[config.mk]
export PLATFORM = sky130hd
export DESIGN_NAME = risc_v_mike_fetch_unit
export DESIGN_NICKNAME = d
export VERILOG_FILES = /design/src/rtl/risc_v_mike_pkg.sv /design/src/rtl/risc_v_mike_fetch_fifo.sv /design/src/rtl/risc_v_mike_fetch_unit.sv
export SDC_FILE = /design/constraint.sdc
export NUM_CORES = 1
export LEC_CHECK = 0
export BUFFER_PORTS_ARGS = -buffer_cell sky130_fd_sc_hd__clkbuf_2
export CORE_ASPECT_RATIO = 1.1
export CORE_MARGIN = 2
export CORE_UTILIZATION = 45
export CTS_BUF_LIST = sky130_fd_sc_hd__clkbuf_4
export CTS_CLUSTER_SIZE = 40
export DETAILED_ROUTE_END_ITERATION = 7
export PLACE_DENSITY_LB_ADDON = 0.1
export SLEW_MARGIN = 20
export SYNTH_ARGS = -nofsm -noshare
export SYNTH_HDL_FRONTEND = slang
export SYNTH_SLANG_ARGS = --single-unit
[constraint.sdc]
create_clock -name clk -period 5.35 [get_ports clk]
set_input_delay 0 -clock clk [delete_from_list [all_inputs] [get_ports clk]]
set_output_delay 0 -clock clk [all_outputs]
set_load 0.01 [all_outputs]
[src/rtl/risc_v_mike_pkg.sv]
// Shared types and constants for the risc_v_mike core.
// The fetch stage takes its PC type, state encoding and NOP word from here.
package risc_v_mike_pkg;

   typedef logic [31:0] t_pc_addr;

   typedef enum logic [1:0] {
      S_BOOT,
      S_FETCH,
      S_HALT
   } t_fetch_state;

   localparam logic [31:0] NOP_INSTR = 32'h0000_0013;
   localparam logic [31:0] PC_STEP   = 32'd4;

   function automatic logic is_word_aligned(input t_pc_addr addr);
      return (addr[1:0] == 2'b00);
   endfunction

endpackage

[src/rtl/risc_v_mike_fetch_fifo.sv]
// Small FIFO with registered storage. It buffers fetched {instr, pc} words for decode.
// A flush empties the FIFO and takes priority over any push or pop in the same cycle.
module risc_v_mike_fetch_fifo #(
   parameter int                 WIDTH      = 64,
   parameter int                 DEPTH      = 2,
   parameter logic [WIDTH-1:0]   RESET_WORD = '0,
   localparam int                PTR_W      = (DEPTH > 1) ? $clog2(DEPTH) : 1,
   localparam int                CNT_W      = $clog2(DEPTH + 1)
) (
   input  logic             clk,
   input  logic             rst,
   input  logic             push,
   input  logic             pop,
   input  logic             flush,
   input  logic [WIDTH-1:0] din,
   output logic [WIDTH-1:0] dout,
   output logic [CNT_W-1:0] count,
   output logic             full
);

   logic [WIDTH-1:0] mem_q [DEPTH];
   logic [WIDTH-1:0] mem_d [DEPTH];
   logic [PTR_W-1:0] wr_ptr_q, wr_ptr_d;
   logic [PTR_W-1:0] rd_ptr_q, rd_ptr_d;
   logic [CNT_W-1:0] count_q, count_d;
   logic             do_push;
   logic             do_pop;

   assign full  = (count_q == CNT_W'(DEPTH));
   assign count = count_q;
   assign dout  = mem_q[rd_ptr_q];

   // A full FIFO can still accept a push in the same cycle as a pop.
   assign do_pop  = pop && (count_q != '0) && !flush;
   assign do_push = push && !flush && (!full || do_pop);

   always_comb begin
      mem_d    = mem_q;
      wr_ptr_d = wr_ptr_q;
      rd_ptr_d = rd_ptr_q;
      count_d  = count_q;
      if (flush) begin
         wr_ptr_d = '0;
         rd_ptr_d = '0;
         count_d  = '0;
      end else begin
         if (do_push) begin
            mem_d[wr_ptr_q] = din;
            wr_ptr_d        = wr_ptr_q + PTR_W'(1);
         end
         if (do_pop) begin
            rd_ptr_d = rd_ptr_q + PTR_W'(1);
         end
         case ({do_push, do_pop})
            2'b10:   count_d = count_q + CNT_W'(1);
            2'b01:   count_d = count_q - CNT_W'(1);
            default: count_d = count_q;
         endcase
      end
   end

   always_ff @(posedge clk or negedge rst) begin
      if (!rst) begin
         for (int i = 0; i < DEPTH; i++) begin
            mem_q[i] <= RESET_WORD;
         end
         wr_ptr_q <= '0;
         rd_ptr_q <= '0;
         count_q  <= '0;
      end else begin
         mem_q    <= mem_d;
         wr_ptr_q <= wr_ptr_d;
         rd_ptr_q <= rd_ptr_d;
         count_q  <= count_d;
      end
   end

endmodule

[src/rtl/risc_v_mike_fetch_unit.sv]
// Instruction fetch stage. It owns the PC, drives the combinational imem, and buffers words for decode.
// A misaligned redirect halts fetch until reset.
module risc_v_mike_fetch_unit
   import risc_v_mike_pkg::*;
#(
   parameter t_pc_addr RESET_PC   = 32'h0000_0000,
   parameter int       FIFO_DEPTH = 2
) (
   input  logic        clk,
   input  logic        rst,
   output t_pc_addr    imem_addr,
   input  logic [31:0] imem_rd_data,
   input  logic        redirect_valid,
   input  t_pc_addr    redirect_pc,
   output logic        if_valid,
   input  logic        if_ready,
   output logic [31:0] if_instr,
   output t_pc_addr    if_pc,
   output logic        misalign_err,
   output logic [31:0] fetch_count
);

   localparam int CNT_W = $clog2(FIFO_DEPTH + 1);

   t_fetch_state state_q, state_d;
   t_pc_addr     pc_q, pc_d;
   logic         misalign_err_q, misalign_err_d;
   logic [31:0]  fetch_count_q, fetch_count_d;

   logic             fifo_push;
   logic             fifo_flush;
   logic             fifo_full;
   logic             pop_fire;
   logic [CNT_W-1:0] fifo_count;
   logic [63:0]      fifo_dout;

   risc_v_mike_fetch_fifo #(
      .WIDTH      (64),
      .DEPTH      (FIFO_DEPTH),
      .RESET_WORD ({NOP_INSTR, RESET_PC})
   ) u_fifo (
      .clk   (clk),
      .rst   (rst),
      .push  (fifo_push),
      .pop   (pop_fire),
      .flush (fifo_flush),
      .din   ({imem_rd_data, pc_q}),
      .dout  (fifo_dout),
      .count (fifo_count),
      .full  (fifo_full)
   );

   assign if_valid     = (fifo_count != '0);
   assign pop_fire     = if_valid && if_ready;
   assign if_instr     = fifo_dout[63:32];
   assign if_pc        = fifo_dout[31:0];
   assign imem_addr    = pc_q;
   assign misalign_err = misalign_err_q;
   assign fetch_count  = fetch_count_q;

   // A pop in a redirect cycle is still counted since decode already consumed it.
   always_comb begin
      state_d        = state_q;
      pc_d           = pc_q;
      misalign_err_d = misalign_err_q;
      fetch_count_d  = fetch_count_q;
      fifo_push      = 1'b0;
      fifo_flush     = 1'b0;
      if (pop_fire) begin
         fetch_count_d = fetch_count_q + 32'd1;
      end
      case (state_q)
         S_BOOT: begin
            state_d = S_FETCH;
         end
         S_FETCH: begin
            if (redirect_valid) begin
               fifo_flush = 1'b1;
               if (is_word_aligned(redirect_pc)) begin
                  pc_d = redirect_pc;
               end else begin
                  misalign_err_d = 1'b1;
                  state_d        = S_HALT;
               end
            end else if (!fifo_full || pop_fire) begin
               fifo_push = 1'b1;
               pc_d      = pc_q + PC_STEP;
            end
         end
         S_HALT: begin
            state_d = S_HALT;
         end
         default: begin
            state_d = S_BOOT;
         end
      endcase
   end

   always_ff @(posedge clk or negedge rst) begin
      if (!rst) begin
         state_q        <= S_BOOT;
         pc_q           <= RESET_PC;
         misalign_err_q <= 1'b0;
         fetch_count_q  <= 32'd0;
      end else begin
         state_q        <= state_d;
         pc_q           <= pc_d;
         misalign_err_q <= misalign_err_d;
         fetch_count_q  <= fetch_count_d;
      end
   end

endmodule

==> results.yml <==
critical_path:
  cp.depth: 7
  crit_chain: "inv_1 > ha_1 > nor2b_1 > nand2_1 > nor2_4 > buf_12 > mux2_2"
  cp-end-kind: "flop"
  cp-start-kind: "flop"
  worst-setup-path-type: "flop to flop"
  crit_buf_inv: 2
  max_stage_delay_ns: 0.88
  ff2ff_path_depth: 7
  worst_path_max_delay_cell: "nor2_4"
  critical-path-top-delay-family: "simple AND/OR/NAND/NOR gates"
  arrival_ns: 3.92
  cp_max_fo: 41
  cp.required_ns: 5.82
detailed_routing:
  routed-wl-met2_um: 10710
  drt-met1-wl_um: 10160
  top_layer: "met4"
  drt-initial-drc-count: 299
  antenna_left: 0
  drc: 0
  wl_um: 22300
  wl_per_cell_um: 17.46
  viasPerCell: 5.343
  drt_first_pass_iters: 5
  routed-via-count: 6823
  met3_length_um: 1133
global_routing:
  grt_pass1_wl_um: 36350
  grt_pass1_vias: 6875
  grt_max_degree: 92
  grtUsageTotal_pct: 20.82
  overflow: 0
  grt_antenna_before_repair: 1
outcome:
  status: "complete, no violations"
pwr:
  swShare_pct: 36.05
  p_leak_nw: 5.371
  power.total_mw: 5.677
  power_switching_mw: 2.047
  combPwrFrac_pct: 38.5
  p_int_mw: 3.630
  ir_drop_uv: 169.5
  p_clk_share_pct: 16.3
  power_density_nw_per_um2: 488.8
  p_seq_share_pct: 45.3
placed_design:
  portBuffers: 197
  globalplace.congestion: 0.8013
  hpwlAfterDp_um: 14510
sta:
  setup_tns_ns: 0
  tightest_slew_ns: 1.062
  setup_viol: 0
  skew_ns: 0.01492
  period_share_pct: 64.51
  fmax_mhz: 289.8
  rsz0062_at_grt: "false"
  slew_viol_final: 0
  finalHoldViolCount: 0
  period_needed_ns: 3.451
  slew_headroom_pct: 28.95
layout:
  multi_input_area_um2: 4218
  syn_to_final_growth_pct: 23.66
  fillers: 1814
  regArea_um2: 4989
  layout_common_cells: "clkbuf_2 (196), dfrtp_1 (192), mux2_2 (188), dlygate4sd3_1 (67)"
  layout-drive-gt1-share_pct: 43.92
  nets: 1079
  final_common_cell: "clkbuf_2"
synthesis:
  synth_cell_types: 53
  ys.warnings.count: 0
  synth_top_cell_by_area: "dfrtp_1"
  ys_seq_area_share_pct: 53.11
  syn_area_per_cell_um2: 12.34
  synth_area_leaders: "dfrtp_1 (51%), mux2_2 (23%), nand2_1 (2.0%)"
  syn_nets: 833
  synth_edf_count: 0
  synth_flop_cell: "dfrtp_1"
  synthesis.area_um2: 9390
  async_reset_ff_share_pct: 100.0
  netlist.area_leader.share_pct: 51.43
  synth_seq_cells: 199
  syn_inst: 761
clock_network:
  clkTransAtPathRegs_ns: 0.16
  numCtsBuffers: 17
  cts-root-buf: "clkbuf_4"
  htree_levels: 4
  ctsLongestPathBuffers: 2
  cts_tree: "yes"
  clk_latency_ns: 0.57
  post_cts_buffers: 0
  cts.sinks: 199
floorplanning:
  num_rows: 55
  coreArea_um2: 20510
  fp.dieH_um: 155.5
  initial_core_util_pct: 45.79
  dieArea_um2: 22040
  fp.dieW_um: 141.7
  io_pins: 198
flow_run:
  cap_violations: 0
min_path:
  hp-class: "primary input to asynchronous set/reset pin"
cell usage after synthesis (all sizes together), types with 5 or more instances:
master and number:
nor4 6, or3 5, buf 27, mux2 194
nor3 10, clkbuf 16, nand3 18, nor2 50
xnor2 20, xor2 12, and4 5, inv 5
and2 5, dfrtp 193, nand2 49, o21ai 23
mux2i 18, and3 6, a22oi 10, dfstp 6
a21oi 19, nand4 18, o22ai 8
flip-flops by register name, summed over array words and instances, names as in the netlist:
name / cells
fetch_count: 32
imem_addr: 32
misalign_err: 1
state_q: 2
u_fifo.count: 2
u_fifo.mem_q: 128
u_fifo.rd_ptr_q: 1
u_fifo.wr_ptr_q: 1
power groups by stage:
stage                     clock [mW]  combinational, mW  sequential, mW
after floorplan                    0               1.54            2.41
after global placement             0               2.14            2.59
after detailed placement           0               2.17            2.61
after CTS                      0.956               2.22            2.57
after global routing            1.01               2.40            2.67
final                          0.923               2.18            2.57
per-layer routing:
metal  up-vias  global-route usage [%]
met1      3412                   28.05
met3        20                   4.863
li1       3214                       -
met2       177                   34.28
met5         -                       0
met4         0                   5.048
logic make-up (layout without fill, tap and decap cells):
logic type      Yosys count  in the layout  share of synthesized area [%]
mux                     212            212                          25.18
flops                   199            199                          53.11
simple gates            187            187                          10.62
compound gates           79             79                          5.276
buf+inv                  48            307                          2.292
xor+xnor                 32             32                          2.985
fa+ha+maj                 4              4                         0.5330
other cells               0              1                              0
worst paths after layout:
kind	start	endpoint	slack [ns]
worst max-delay path	state_q[1]$_DFFE_PN0P_	u_fifo.mem_q[127]$_DFFE_PN0P_	1.90
worst min-delay path	rst	u_fifo.mem_q[18]$_DFFE_PN0P_	0.05
worst max register to register	state_q[1]$_DFFE_PN0P_	u_fifo.mem_q[127]$_DFFE_PN0P_	1.90
worst min register to register	fetch_count[31]$_DFFE_PN0P_	fetch_count[31]$_DFFE_PN0P_	0.48
max in group asynchronous	rst	u_fifo.rd_ptr_q$_DFFE_PN0P_	4.07
min in group clk	redirect_valid	u_fifo.rd_ptr_q$_DFFE_PN0P_	0.09
layout make-up:
| cell class | count | area share, % |
|---|---|---|
| antenna | 1 | 0.02155 |
| clock buffer | 17 | 1.099 |
| clock inverter | 15 | 1.842 |
| inverter | 5 | 0.1616 |
| multi-input combinational | 514 | 36.32 |
| sequential | 199 | 42.96 |
| tap | 256 | 2.758 |
| timing repair buffer | 270 | 14.84 |
per-stage QoR:
step	hold WS [ns]	utilization, %	area, µm²	setup slack (ns)	std cells
after floorplan	-0.2956	-	9390	3.419	761
after global placement	0.1346	51.68	10600	2.040	1177
after detailed placement	0.1295	51.68	10600	1.883	1177
after CTS	0.02961	56.61	11610	1.852	1276
after global routing	0.03136	56.63	11610	1.576	1277
final	0.04542	56.63	11610	1.899	1277
repair_timing:
item                      CTS  global route
hold endpoints to repair  188             0
hold buffers               67             0
resized for setup           0             0
No activity file was read; power rests on OpenSTA's default activity.
